==> src/rtl/comet2_loader_pkg.sv <==
// ---------------------------------------------------------------------------
// comet2_loader_pkg : shared types and constants for the COMET II loader
// Rev 1.0
// ---------------------------------------------------------------------------
`default_nettype none

package comet2_loader_pkg;

   typedef enum logic [3:0] {
      ST_IDLE   = 4'd0,
      ST_ADDR_H = 4'd1,
      ST_ADDR_L = 4'd2,
      ST_CNT_H  = 4'd3,
      ST_CNT_L  = 4'd4,
      ST_DATA_H = 4'd5,
      ST_DATA_L = 4'd6,
      ST_CSUM   = 4'd7,
      ST_DONE   = 4'd8,
      ST_ERROR  = 4'd9
   } state_t;

   localparam logic [1:0] ERR_NONE = 2'b00;
   localparam logic [1:0] ERR_CSUM = 2'b01;
   localparam logic [1:0] ERR_TMO  = 2'b10;

   localparam logic [7:0] DEFAULT_SYNC_BYTE = 8'hA5;

   // Frame body: everything between SYNC detection and the terminal states.
   function automatic logic in_frame(input state_t s);
      return (s != ST_IDLE) && (s != ST_DONE) && (s != ST_ERROR);
   endfunction

   function automatic logic takes_bytes(input state_t s);
      return (s != ST_DONE) && (s != ST_ERROR);
   endfunction

endpackage

`default_nettype wire

==> src/rtl/comet2_loader_timeout.sv <==
// ---------------------------------------------------------------------------
// comet2_loader_timeout : reloadable inter-byte watchdog for the loader
// Rev 1.0
// ---------------------------------------------------------------------------
`default_nettype none

module comet2_loader_timeout #(
   parameter logic [15:0] TIMEOUT = 16'd50000
) (
   input  logic mclk,
   input  logic rst_n,
   input  logic enable,
   input  logic clear,
   output logic expire
);

   generate
      if (TIMEOUT == 16'd0) begin : g_tmo_off
         logic unused_tmo;
         assign unused_tmo = ^{mclk, rst_n, enable, clear};
         assign expire     = 1'b0;
      end else begin : g_tmo_on
         logic [15:0] cnt_q;
         logic [15:0] cnt_d;

         // Reload whenever idle or a byte is taken; otherwise count down.
         always_comb begin
            cnt_d = cnt_q;
            if (!enable || clear) begin
               cnt_d = TIMEOUT;
            end else if (cnt_q != 16'd0) begin
               cnt_d = cnt_q - 16'd1;
            end
         end

         always_ff @(posedge mclk) begin
            if (!rst_n) begin
               cnt_q <= TIMEOUT;
            end else begin
               cnt_q <= cnt_d;
            end
         end

         // Fires on the TIMEOUT-th consecutive edge without an accept.
         assign expire = enable & ~clear & (cnt_q == 16'd1);
      end
   endgenerate

endmodule

`default_nettype wire

==> src/rtl/comet2_prog_loader.sv <==
// ---------------------------------------------------------------------------
// comet2_prog_loader : framed host byte stream to program RAM write port
// Rev 1.0
// ---------------------------------------------------------------------------
`default_nettype none

module comet2_prog_loader
   import comet2_loader_pkg::*;
#(
   parameter logic [7:0]  SYNC_BYTE = DEFAULT_SYNC_BYTE,
   parameter logic [15:0] TIMEOUT   = 16'd50000
) (
   input  logic        mclk,
   input  logic        rst_n,
   input  logic        in_valid,
   input  logic [7:0]  in_data,
   output logic        in_ready,
   input  logic        clr,
   output logic        we,
   output logic [15:0] waddr,
   output logic [15:0] wdata,
   output logic        busy,
   output logic        done,
   output logic        err,
   output logic [1:0]  err_code,
   output logic        cpu_hold
);

   state_t      state_q, state_d;
   logic [7:0]  sum_q, sum_d;
   logic [15:0] ptr_q, ptr_d;
   logic [15:0] cnt_q, cnt_d;
   logic [7:0]  hi_q, hi_d;
   logic        we_q, we_d;
   logic [15:0] waddr_q, waddr_d;
   logic [15:0] wdata_q, wdata_d;
   logic [1:0]  err_code_q, err_code_d;
   logic        in_ready_q, in_ready_d;

   logic        accept;
   logic [7:0]  sum_acc;
   logic        tmo_expire;

   assign accept  = in_valid & in_ready_q;
   assign sum_acc = sum_q + in_data;

   comet2_loader_timeout #(
      .TIMEOUT (TIMEOUT)
   ) u_timeout (
      .mclk    (mclk),
      .rst_n   (rst_n),
      .enable  (in_frame(state_q)),
      .clear   (accept),
      .expire  (tmo_expire)
   );

   always_comb begin
      state_d    = state_q;
      sum_d      = sum_q;
      ptr_d      = ptr_q;
      cnt_d      = cnt_q;
      hi_d       = hi_q;
      we_d       = 1'b0;
      waddr_d    = waddr_q;
      wdata_d    = wdata_q;
      err_code_d = err_code_q;

      if (accept && in_frame(state_q)) begin
         sum_d = sum_acc;
      end

      unique case (state_q)
         ST_IDLE: begin
            if (accept && (in_data == SYNC_BYTE)) begin
               state_d = ST_ADDR_H;
               sum_d   = 8'h00;
            end
         end
         ST_ADDR_H: begin
            if (accept) begin
               ptr_d[15:8] = in_data;
               state_d     = ST_ADDR_L;
            end
         end
         ST_ADDR_L: begin
            if (accept) begin
               ptr_d[7:0] = in_data;
               state_d    = ST_CNT_H;
            end
         end
         ST_CNT_H: begin
            if (accept) begin
               cnt_d[15:8] = in_data;
               state_d     = ST_CNT_L;
            end
         end
         ST_CNT_L: begin
            if (accept) begin
               cnt_d[7:0] = in_data;
               state_d    = ({cnt_q[15:8], in_data} == 16'd0) ? ST_CSUM : ST_DATA_H;
            end
         end
         ST_DATA_H: begin
            if (accept) begin
               hi_d    = in_data;
               state_d = ST_DATA_L;
            end
         end
         ST_DATA_L: begin
            // Write port is registered, so a hi byte taken during the we
            // cycle only touches hi_q and leaves waddr/wdata untouched.
            if (accept) begin
               we_d    = 1'b1;
               waddr_d = ptr_q;
               wdata_d = {hi_q, in_data};
               ptr_d   = ptr_q + 16'd1;
               cnt_d   = cnt_q - 16'd1;
               state_d = (cnt_q == 16'd1) ? ST_CSUM : ST_DATA_H;
            end
         end
         ST_CSUM: begin
            if (accept) begin
               if (sum_acc == 8'h00) begin
                  state_d = ST_DONE;
               end else begin
                  state_d    = ST_ERROR;
                  err_code_d = ERR_CSUM;
               end
            end
         end
         ST_DONE, ST_ERROR: begin
            if (clr) begin
               state_d    = ST_IDLE;
               err_code_d = ERR_NONE;
            end
         end
         default: begin
            state_d = ST_IDLE;
         end
      endcase

      // Expire is already gated off by an accept in the same cycle.
      if (tmo_expire && in_frame(state_q)) begin
         state_d    = ST_ERROR;
         err_code_d = ERR_TMO;
      end

      in_ready_d = takes_bytes(state_d);
   end

   always_ff @(posedge mclk) begin
      if (!rst_n) begin
         state_q    <= ST_IDLE;
         sum_q      <= 8'h00;
         ptr_q      <= 16'h0000;
         cnt_q      <= 16'h0000;
         hi_q       <= 8'h00;
         we_q       <= 1'b0;
         waddr_q    <= 16'h0000;
         wdata_q    <= 16'h0000;
         err_code_q <= ERR_NONE;
         in_ready_q <= 1'b0;
      end else begin
         state_q    <= state_d;
         sum_q      <= sum_d;
         ptr_q      <= ptr_d;
         cnt_q      <= cnt_d;
         hi_q       <= hi_d;
         we_q       <= we_d;
         waddr_q    <= waddr_d;
         wdata_q    <= wdata_d;
         err_code_q <= err_code_d;
         in_ready_q <= in_ready_d;
      end
   end

   assign in_ready = in_ready_q;
   assign we       = we_q;
   assign waddr    = waddr_q;
   assign wdata    = wdata_q;
   assign busy     = in_frame(state_q);
   assign done     = (state_q == ST_DONE);
   assign err      = (state_q == ST_ERROR);
   assign err_code = err_code_q;
   assign cpu_hold = (state_q != ST_DONE);

endmodule

`default_nettype wire

==> config.mk <==
export PLATFORM = sky130hd
export DESIGN_NAME = comet2_prog_loader
export DESIGN_NICKNAME = d
export VERILOG_FILES = /design/src/rtl/comet2_loader_pkg.sv /design/src/rtl/comet2_loader_timeout.sv /design/src/rtl/comet2_prog_loader.sv
export SDC_FILE = /design/constraint.sdc
export NUM_CORES = 1
export LEC_CHECK = 0
export BUFFER_PORTS_ARGS = -buffer_cell sky130_fd_sc_hd__buf_2
export CAP_MARGIN = 20
export CELL_PAD_IN_SITES_DETAIL_PLACEMENT = 1
export CELL_PAD_IN_SITES_GLOBAL_PLACEMENT = 2
export CORE_UTILIZATION = 25
export CTS_CLUSTER_SIZE = 24
export DETAILED_ROUTE_END_ITERATION = 10
export PLACE_DENSITY_LB_ADDON = 0.1
export SLEW_MARGIN = 20
export SYNTH_ARGS = -nofsm -noshare
export SYNTH_HDL_FRONTEND = slang
export SYNTH_SLANG_ARGS = --single-unit
==> constraint.sdc <==
create_clock -name mclk -period 2.53 [get_ports mclk]
set_clock_uncertainty 0.05 [all_clocks]
set_input_delay 0.1265 -clock mclk [delete_from_list [all_inputs] [get_ports mclk]]
set_output_delay 0.1265 -clock mclk [all_outputs]
set_load 0.03 [all_outputs]
---- Yosys cells after proc, flatten, opt, wreduce, memory -nomap -nowiden ----
Cells that the tools add are included.
storage, ports and cells
  register bits ........................... 104
  bits in latches ......................... 0
  bits in writable memories ............... 0
  bits in read-only memories .............. 0
  input bits .............................. 12
  output and inout bits ................... 40
  logic and storage cells ................. 111
  memories kept ........................... 0
operators by class
  add/subtract/negate cells ............... 4
  multiply operators ...................... 0
  divide/modulo/power cells ............... 0
  $lt $le $gt $ge ......................... 0
  eq/ne operators ......................... 27
  shift-type cells ........................ 0
  multiplexer cells ....................... 30
  bitwise gates (word level) .............. 5
  reduce and logical (&&, ||, !) cells .... 31
operators with widths
  kind                   number
  $pmux 8 s2             4
  $mux 4                 10
  $pmux 4 s9             1
  $eq 16x1->1 const B    2
  $mux 16                2
  $mux 8                 4
  $sub 16x1->16 const B  2
  $add 16x1->16 const B  1
  $eq 4x3->1 const B     4
  $logic_not 16->1       1
  $ne 2x2->1 const B     8
  $ne 4x4->1 const B     4
  $reduce_bool 16->1     1
  $mux 2                 6
  $reduce_and 3->1       4
  $reduce_bool 2->1      5
  $ne 3x3->1 const B     3
  $add 8x8->8            1
  $eq 4x2->1 const B     2
  $eq 4x4->1 const B     2
  $eq 8x8->1 const B     1
  $logic_not 8->1        1
  $reduce_and 4->1       2
  $logic_and 1x1->1      6
  other kinds (12)       20

---- Logic depth before layout (Yosys ltp) ----
Gate-level depths: netlist (run 1).
  depth after elaboration ................. 9
  gate-level depth with buffers ........... 8
  gate-level depth less buffers ........... 8

---- By module ----
From an unflattened synthesis (run 1), not the netlist that was laid out.
second synthesis, totals
  cells, all modules ...................... 672
  area total of the unflattened synthesis .. 5,293.8 um^2
modules (own cells, without submodules)
  module                 times used  cells each  area an instance (um^2)  seq. area each (um^2)
  comet2_prog_loader     1           575         4,421.7                  1,761.7
  comet2_loader_timeout  1           97          872.1                    320.3

---- Worst setup path before layout (run 1) ----
No wires, ideal clock.
  path type ............................... register to register
  start ................................... register sum_q[0]
  end ..................................... register err_code_q[1], in the netlist err_code[1]
  setup time .............................. 0.060 ns
  arrival ................................. 2.171 ns
  data required time ...................... 2.420 ns
  slack ................................... 0.250 ns
  stages on the path, launching flop included .. 9
  buffers on the path ..................... 0
  period minus slack after synthesis ...... 2.280 ns
  path through ............................ dfxtp_1 -> ha_1 -> fa_1 -> a211oi_1 -> nor2_1 -> xor2_1 -> or4_4 -> nor3_4 -> a41o_1
on the way
  cells in the longest elaborated chain, start to end .. 4
ends and longest elaborated chain
  item                        line                       source
  start: declaration          comet2_prog_loader.sv:30   logic [7:0] sum_q, sum_d;
  start signal: assignment    comet2_prog_loader.sv:165  sum_q <= sum_d;
  $add 8x8->8                 comet2_prog_loader.sv:45   assign sum_acc = sum_q + in_data;
  $logic_not 8->1             comet2_prog_loader.sv:123  if (sum_acc == 8'h00) begin
  $ne 3x3->1 (no line)        n/a
  $reduce_and 4->1 (no line)  n/a
  end signal: assignment      comet2_prog_loader.sv:172  err_code_q <= err_code_d;
  end: declaration            comet2_prog_loader.sv:37   logic [1:0] err_code_q, err_code_d;
Every way passes these cells.
A chain may end at the register's enable or synchronous reset.

---- Worst setup path in the final report (run 1) ----
Same ends and word-level chain as after synthesis.

==> impl_metrics.tcl, run 1 <==
set metrics [dict create \
    drc 0 \
    ys_warn_count 0 \
    post-route-period-util_pct 93.1 \
    yosysTopAreaCell "dfxtp_1" \
    die_area_um2 20900 \
    grt_pass1_vias 4962 \
    grtUsageTotal_pct 17.7 \
    intPower_mw 2.47 \
    place_hpwl_um 12500 \
    clock_latency_ns 0.36 \
    postSynthCellCount 651 \
    synth_area_leaders "dfxtp_1 (41%), nand2_1 (7.9%), a21oi_1 (7.8%), nor2_1 (6.4%), o21ai_0 (3.5%)" \
    combinationalPowerShare_pct 4.3 \
    synthTopCellsByCount "nand2_1 (107), dfxtp_1 (104), nor2_1 (87)" \
    drt-pass1-iter-count 4 \
    io_buffer_count 51 \
    outcome "complete, no violations" \
    hold_violations 0 \
    fp-row-count 51 \
    switching_share_pct 24.8 \
    hold_path_class "input pin to flip-flop" \
    period_needed_ns 2.35 \
    wire_per_inst_um 17.8 \
    grt_setup_unrepaired "false" \
    drt-total-wl_um 17200 \
    synthesis.area_um2 5080 \
    syn_area_per_cell_um2 7.80 \
    critical_path_required_ns 2.78 \
    layout-drive-gt1-share_pct 13.9 \
    initial_utilization_pct 25.8 \
    fmaxAchievable_ghz 0.425 \
    area_delta_synth_final_pct 18.7 \
    ys_ff_latch 104 \
    core_area_um2 19700 \
    antenna_found_initial 0 \
    grt_overflow_total 0 \
    vias 4809 \
    gp_congestion 0.813 \
    clk_path_buf_depth 2 \
    fin_util_pct 30.7 \
    holdWs_ns 0.0440 \
    setup_viol_count_final 0 \
    cp_max_fo 3 \
    relSlewSlack_pct 55.7 \
    grt_first_pass_wirelength_um 27500 \
    cts_tree "done" \
    fp.dieW_um 144 \
    ioPinCount 52 \
    p_sw_uw 813 \
    grt_start_max_net_pins 42 \
    clockPowerShare_pct 45.8 \
    yosysTopAreaCellShare_pct 41.0 \
    worstSetupPathType "flip-flop to flip-flop" \
    drv_slew 0 \
    synth-async-reset-ratio_pct 0 \
    worst_pin_slew_ns 0.665 \
    yosys_most_used_dff "dfxtp_1" \
    cts_sinks 104 \
    cts_max_level 3 \
    tns_ns 0 \
    root_buffer "clkbuf_16" \
    drt_iter0_drc 208 \
    viasPerCell 4.96 \
    synth_edf_count 0 \
    postRouteAntennaNets 0 \
    drv_cap 0 \
    nets 724 \
    pwr-share-seq_pct 49.9 \
    antenna_cells 0 \
    yosysUniqueCellTypes 54 \
    synth_nets 676 \
    powerDensity_nw_per_um2 544 \
    startpoint_type "flip-flop" \
    peakVddDrop_mv 0.312 \
    power_mw 3.28 \
    p_leak_nw 2.25 \
    synth_most_common_cell "nand2_1" \
    ys_seq_area_share_pct 41.0 \
    cts.reportedPaths.clkPinSlew_ns 0.08 \
    numCtsBuffers 9 \
    die_y_um 144 \
    crit_arrival_ns 2.61 \
    endpoint_kind "flip-flop" \
]
[critical path, cell delays in order (launching register included)]
cell	delay (ns)
dfxtp_1	0.32
ha_1	0.22
fa_2	0.37
a211oi_2	0.28
nor2_1	0.10
xor2_1	0.16
or4_4	0.44
nor3_4	0.18
a41o_1	0.19
[sequential cells by signal, summed over array words and instances (netlist names), 2 cells and up]
| register | count |
|---|---|
| cnt_q | 16 |
| wdata | 16 |
| u_timeout.g_tmo_on.cnt_q | 16 |
| ptr_q | 16 |
| err_code | 2 |
| sum_q | 8 |
| waddr | 16 |
| state_q | 4 |
| hi_q | 8 |
[layer usage]
metal | vias up | wire length, um | track usage [%]
li1 | 2387 | - | -
met1 | 2338 | 8310 | 22.7
met2 | 64 | 8020 | 28.9
met3 | 20 | 394 | 2.72
met4 | 0 | 497 | 8.48
met5 | - | 0 | 0
[layout make-up]
cell class	count	area [um2]
Clock buffer	9	225
Clock inverter	7	83.8
Fill cell	2426	13600
Inverter	10	37.5
Multi-Input combinational cell	505	2840
Sequential cell	104	2080
Tap cell	265	332
Timing Repair Buffer	69	428
[logic make-up after synthesis]
kind of cell             after synthesis  synth area share, %
XOR/XNOR                              21                 3.62
AO/OA/AOI/OAI                        168                 19.5
AND/OR/NAND/NOR                      288                 26.2
buffers and inverters                 42                 3.28
flip-flops                           104                 41.0
multiplexers                          15                 2.96
adder cells (fa/ha/maj)               13                 3.35
[stage by stage]
step,cell area [um2],instances,setup slack (ns)
after floorplan,5080,651,0.250
after global placement,5710,953,0.102
after detailed placement,5710,953,0.0110
after CTS,6020,969,0.0842
after global routing,6030,969,0.0442
final,6030,969,0.175
[power by group through the flow]
| stage | sequential, mW | combinational, mW | clock (mW) |
|---|---|---|---|
| floorplan | 1.68 | 0.0683 | 0 |
| global placement | 1.68 | 0.143 | 0 |
| detailed placement | 1.68 | 0.144 | 0 |
| CTS | 1.64 | 0.145 | 1.56 |
| global route | 1.64 | 0.155 | 1.63 |
| finish | 1.64 | 0.141 | 1.50 |
[final timing paths]
kind / startpoint / cells after the start / endpoint / slack [ns]
max reg2reg: sum_q[0]$_SDFF_PN0_ / 8 / err_code[1]$_SDFFE_PN0P_ / 0.18
min reg2reg: waddr[2]$_SDFFE_PN0P_ / 2 / waddr[2]$_SDFFE_PN0P_ / 0.40
min: rst_n / 2 / u_timeout.g_tmo_on.cnt_q[9]$_SDFFE_PP1P_ / 0.04
max: sum_q[0]$_SDFF_PN0_ / 8 / err_code[1]$_SDFFE_PN0P_ / 0.18
[layout by cell type, fill, tap and decap left out, drive strengths merged, types with 8 or more instances in the layout]
cell,count
mux2i,15
nor2,87
xor2,13
inv,14
a211oi,8
a31oi,8
a21oi,80
ha,12
dfxtp,104
buf,69
clkbuf,9
nand3,20
nor4,9
o21ai,35
nor3,18
and2,8
o31ai,11
nand2,107
xnor2,8
[what timing repair did]
item | 4_1_cts | 5_1_grt
cloned | 0 | 0
setup buffers | 0 | 0
hold buffers | 0 | 0
resized for setup | 1 | 1
pin swaps | 0 | 2
setup endpoints to repair | 1 | 3
(Power assumes the default switching activity.)
==> run 2: changes to the inputs <==
--- a/config.mk
+++ b/config.mk
@@ -6,13 +6,13 @@
 export NUM_CORES = 1
 export LEC_CHECK = 0
 export BUFFER_PORTS_ARGS = -buffer_cell sky130_fd_sc_hd__buf_2
-export CAP_MARGIN = 20
 export CELL_PAD_IN_SITES_DETAIL_PLACEMENT = 1
 export CELL_PAD_IN_SITES_GLOBAL_PLACEMENT = 2
 export CORE_UTILIZATION = 25
 export CTS_CLUSTER_SIZE = 24
 export DETAILED_ROUTE_END_ITERATION = 10
 export PLACE_DENSITY_LB_ADDON = 0.1
+export RECOVER_POWER = 50
 export SLEW_MARGIN = 20
 export SYNTH_ARGS = -nofsm -noshare
 export SYNTH_HDL_FRONTEND = slang
==> run 2 against run 1 <==
Combinational power about the same. Final cell count unchanged. Clock power about the same. Sequential share of layout area up 0.47 points. Wire length up 0.62%. Register-to-register slack about the same. Highest routed layer unchanged.
==> impl_metrics.tcl, run 2 (synthesis gave the netlist of run 1 again) <==
set metrics [dict create \
    outcome "complete, no violations" \
    switching_share_pct 24.9 \
    grt_start_max_net_pins 42 \
    grtUsageTotal_pct 17.7 \
    io_buffer_count 51 \
    max_stage_delay_ns 0.44 \
    vias 4827 \
    crit_arrival_ns 2.61 \
    critical_path_required_ns 2.79 \
    path_buf_inv 0 \
    period_needed_ns 2.35 \
    fmaxAchievable_ghz 0.425 \
    antenna_cells 0 \
    worst-r2r-cell-count 8 \
    finalNonFillerCells 969 \
    endpoint_kind "flip-flop" \
    nets 724 \
    layout-drive-gt1-share_pct 7.39 \
    powerDensity_nw_per_um2 552 \
    post-route-period-util_pct 93.1 \
    hold_path_depth 2 \
    final_cell_mix "nand2_1 (107), dfxtp_1 (104), nor2_1 (86)" \
    cp_max_fo 3 \
    startpoint_type "flip-flop" \
    cts.reportedPaths.clkPinSlew_ns 0.08 \
    pwr-share-seq_pct 49.9 \
    setup_viol_count_final 0 \
    intPower_mw 2.47 \
    grt_overflow_total 0 \
    antenna_found_initial 0 \
    die_y_um 144 \
    worst_pin_slew_ns 0.832 \
    layout_commonest_cell "nand2_1" \
    drv_slew 0 \
    combinationalPowerShare_pct 4.3 \
    cts_max_level 3 \
    grt_pass1_vias 4962 \
    gp_congestion 0.813 \
    fp.dieW_um 144 \
    clk_path_buf_depth 2 \
    worst-path-stages 8 \
    dp_cells 953 \
    tns_ns 0 \
    hold_path_class "input pin to flip-flop" \
    stdcell_area_um2 5940 \
    drv_cap 0 \
    drt-pass1-iter-count 4 \
    area_delta_synth_final_pct 17.1 \
    fill_cells 2440 \
    cp_top_family "simple AND/OR/NAND/NOR gates" \
    initial_utilization_pct 25.8 \
    relSlewSlack_pct 44.5 \
    p_sw_uw 816 \
    ioPinCount 52 \
    cts_sinks 104 \
    die_area_um2 20900 \
    drt_iter0_drc 207 \
    p_leak_nw 2.05 \
    clockPowerShare_pct 45.8 \
    peakVddDrop_mv 0.312 \
    drt-total-wl_um 17300 \
    postRouteAntennaNets 0 \
    post_dp_cell_area_um2 5710 \
    fp-row-count 51 \
    grt_setup_unrepaired "false" \
    post_cts_buffers 0 \
    hold_violations 0 \
    worstSetupPathType "flip-flop to flip-flop" \
    viasPerCell 4.98 \
    r2r_setup_slack_ns 0.18 \
    slowest_stage "or4_4" \
    drc 0 \
    root_buffer "clkbuf_16" \
    place_hpwl_um 12500 \
    grt_first_pass_wirelength_um 27500 \
    clock_latency_ns 0.36 \
    wire_per_inst_um 17.9 \
    cts_tree "done" \
    multiInputGateArea_um2 2830 \
    seq_area_um2 2080 \
    crit_chain "ha_1, fa_2, a211oi_2, nor2_1, xor2_1, or4_4, nor3_4, a41o_1" \
    numCtsBuffers 9 \
    holdWs_ns 0.0409 \
    core_area_um2 19700 \
]
-- run 2: per-stage QoR --
| stage | power (mW) | util (%) | worst slack [ns] |
|---|---|---|---|
| 5_1_grt | 3.43 | 30.2 | 0.0442 |
| 4_1_cts | 3.34 | 30.6 | 0.0842 |
| 2_1_floorplan | 1.75 | - | 0.250 |
| 3_3_place_gp | 1.82 | 29.0 | 0.102 |
| 3_5_place_dp | 1.82 | 29.0 | 0.0110 |
| 6_report | 3.28 | 30.2 | 0.175 |
-- run 2: final cells by class --
class / instances / area share, %
timing repair buffer: 69 / 6.02
clock inverter: 7 / 1.41
sequential: 104 / 35.0
multi-input combinational: 505 / 47.5
clock buffer: 9 / 3.79
tap: 265 / 5.58
inverter: 10 / 0.631
-- run 2: final timing paths --
path	end	startpoint
setup / recovery	err_code[1]$_SDFFE_PN0P_	sum_q[0]$_SDFF_PN0_
hold / removal	u_timeout.g_tmo_on.cnt_q[9]$_SDFFE_PP1P_	rst_n
setup reg to reg	err_code[1]$_SDFFE_PN0P_	sum_q[0]$_SDFF_PN0_
hold reg to reg	waddr[2]$_SDFFE_PN0P_	waddr[2]$_SDFFE_PN0P_
-- run 2: power groups by stage --
stage | combinational (mW) | clock [mW] | sequential [mW]
6_report | 0.141 | 1.50 | 1.64
5_1_grt | 0.154 | 1.63 | 1.64
4_1_cts | 0.145 | 1.56 | 1.64
3_5_place_dp | 0.144 | 0 | 1.68
3_3_place_gp | 0.143 | 0 | 1.68
2_1_floorplan | 0.0683 | 0 | 1.68
-- run 2: what timing repair did --
action | CTS | global route
endpoints found under the setup margin | 1 | 3
hold buffers | 0 | 0
resized for setup | 1 | 1
pin swaps | 0 | 2
-- run 2: per-layer routing --
metal,share of wire (%),global-route usage (%),routed length (um),vias to the layer above
li1,-,-,-,2394
met1,48,22.7,8240,2335
met2,46,28.9,7930,74
met3,3.3,2.72,572,24
met4,3.4,8.48,583,0
met5,0,0,0,-
==> run 3: changes to the inputs <==
==> constraint.sdc (replaced) <==
create_clock -name mclk -period 2.53 [get_ports mclk]
set_clock_uncertainty 0.05 [all_clocks]
set_input_delay 0.253 -clock mclk [delete_from_list [all_inputs] [get_ports mclk]]
set_output_delay 0.253 -clock mclk [all_outputs]
set_load 0.03 [all_outputs]
==> run 3 against run 2 <==
Power grew 0.97%. Wire length shrank 1.0%. Final cell count grew 0.21%. Flip-flop and latch count is the same. First-iteration DRC count shrank 11%. Worst setup slack lost 0.017 ns. Die area is the same. Maximum frequency shrank 0.72%.
==> impl_metrics.tcl, run 3 (synthesis gave the netlist of run 1 again) <==
set metrics [dict create \
    wire_per_inst_um 17.7 \
    drt-pass1-iter-count 4 \
    timing.rr.end "err_code[1]$_SDFFE_PN0P_" \
    fmaxAchievable_ghz 0.422 \
    grt_start_max_net_pins 36 \
    p_sw_uw 767 \
    fp.dieW_um 144 \
    drv_slew 0 \
    layout-drive-gt1-share_pct 8.36 \
    antenna_cells 0 \
    die_y_um 144 \
    pwr-share-seq_pct 49.4 \
    fill_cells 2426 \
    hold_path_class "input pin to flip-flop" \
    power_mw 3.31 \
    intPower_mw 2.55 \
    critical_path_required_ns 2.78 \
    antenna_found_initial 0 \
    stdcell_area_um2 5980 \
    core_area_um2 19700 \
    viasPerCell 4.98 \
    drc 0 \
    drv_cap 0 \
    grt_overflow_total 0 \
    root_buffer "clkbuf_16" \
    final_cell_mix "nand2_1 (107), dfxtp_1 (104), nor2_1 (86)" \
    post_dp_cell_area_um2 5710 \
    relSlewSlack_pct 42.2 \
    endpoint_kind "flip-flop" \
    drt_iter0_drc 185 \
    post_cts_buffers 0 \
    worst_pin_slew_ns 0.866 \
    slowest_stage "or4_4" \
    drt-total-wl_um 17200 \
    max_stage_delay_ns 0.58 \
    clock_latency_ns 0.35 \
    cts.reportedPaths.clkPinSlew_ns 0.07 \
    vias 4833 \
    fp-row-count 51 \
    crit_arrival_ns 2.62 \
    period_needed_ns 2.37 \
    initial_utilization_pct 25.8 \
    powerDensity_nw_per_um2 554 \
    combinationalPowerShare_pct 4.3 \
    area_delta_synth_final_pct 17.8 \
    cts_sinks 104 \
    numCtsBuffers 9 \
    holdWs_ns 0.123 \
    hold_violations 0 \
    r2r_setup_slack_ns 0.16 \
    p_leak_nw 2.08 \
    layout_commonest_cell "nand2_1" \
    clockPowerShare_pct 46.3 \
    switching_share_pct 23.1 \
    hp-start "rst_n" \
    postRouteAntennaNets 0 \
    hold_end "u_timeout.g_tmo_on.cnt_q[15]$_SDFFE_PP1P_" \
    setup_viol_count_final 0 \
    post-route-period-util_pct 93.8 \
    cp_max_fo 3 \
    place_hpwl_um 12400 \
    dp_slack_ns -0.00875 \
    cts_max_level 3 \
    die_area_um2 20900 \
    grt_pass1_vias 5013 \
    cts_tree "done" \
    worstSetupPathType "flip-flop to flip-flop" \
    startpoint_type "flip-flop" \
    gp_congestion 0.826 \
    multiInputGateArea_um2 2840 \
    setup_slack_ns 0.158 \
    hold_path_depth 2 \
    peakVddDrop_mv 0.293 \
    grt_first_pass_wirelength_um 27700 \
    r2r_start "sum_q[1]$_SDFF_PN0_" \
    outcome "complete, no violations" \
    ioPinCount 52 \
    seq_area_um2 2080 \
    fin_util_pct 30.4 \
    io_buffer_count 51 \
    crit_chain "ha_1, a211oi_2, o31ai_2, xor2_1, or4_4, nor3_4, a41o_1" \
    grtUsageTotal_pct 17.6 \
    worst-r2r-cell-count 7 \
    nets 727 \
    clk_path_buf_depth 2 \
]
==> run 3: cell types whose count changed in the layout (fill, tap and decap cells not counted), sizes merged <==
cell	before	now
clkbuf	55	52
buf	23	29
bufinv	1	2
clkinvlp	1	2
inv	14	11
==> run 3: final cells by class <==
cell class	count	share of cell area [%]
Clock buffer	9	3.77
Timing Repair Buffer	72	6.13
Inverter	10	0.628
Multi-Input combinational cell	505	47.6
Tap cell	265	5.55
Clock inverter	6	1.55
Sequential cell	104	34.8
==> run 3: per-stage QoR <==
step           cells  setup TNS, ns
3_5_place_dp     956       -0.00875
2_1_floorplan    651              0
6_report         971              0
4_1_cts          971              0
3_3_place_gp     956              0
5_1_grt          971       -0.00171
==> run 3: routing by layer <==
| metal | GRT usage (%) | vias up | wire length [um] |
|---|---|---|---|
| met3 | 2.65 | 7 | 469 |
| li1 | - | 2402 | - |
| met1 | 22.4 | 2362 | 8060 |
| met5 | 0 | - | 0 |
| met2 | 30.8 | 62 | 8420 |
| met4 | 4.27 | 0 | 211 |
==> run 3: worst max path at each step <==
stage	from	end	depth (start not counted)
final	sum_q[1]$_SDFF_PN0_	err_code[1]$_SDFFE_PN0P_	7
after global routing	sum_q[1]$_SDFF_PN0_	err_code[1]$_SDFFE_PN0P_	7
after CTS	sum_q[0]$_SDFF_PN0_	err_code[1]$_SDFFE_PN0P_	8
after detailed placement	in_data[0]	err_code[1]$_SDFFE_PN0P_	9
after global placement	in_data[0]	err_code[1]$_SDFFE_PN0P_	9
after floorplan	sum_q[0]$_SDFF_PN0_	err_code[1]$_SDFFE_PN0P_	8
==> run 3: worst max-delay path, delay by kind of cell, from the launching register on <==
kind	cells	cell delay, ns
flip-flops	1	0.40
AO/OA/AOI/OAI	3	0.62
XOR/XNOR	1	0.18
adder cells (fa/ha/maj)	1	0.27
AND/OR/NAND/NOR	2	0.79
==> run 3: repair_timing <==
item,CTS,global route
hold buffers,0,0
setup endpoints to repair,0,3
gates resized for setup,0,3
==> run 3: power groups by stage <==
stage	clock [mW]	combinational [mW]	sequential, mW
after floorplan	0	0.0683	1.68
after global placement	0	0.145	1.68
after detailed placement	0	0.146	1.68
after CTS	1.60	0.146	1.64
after global routing	1.66	0.157	1.64
final	1.53	0.143	1.64
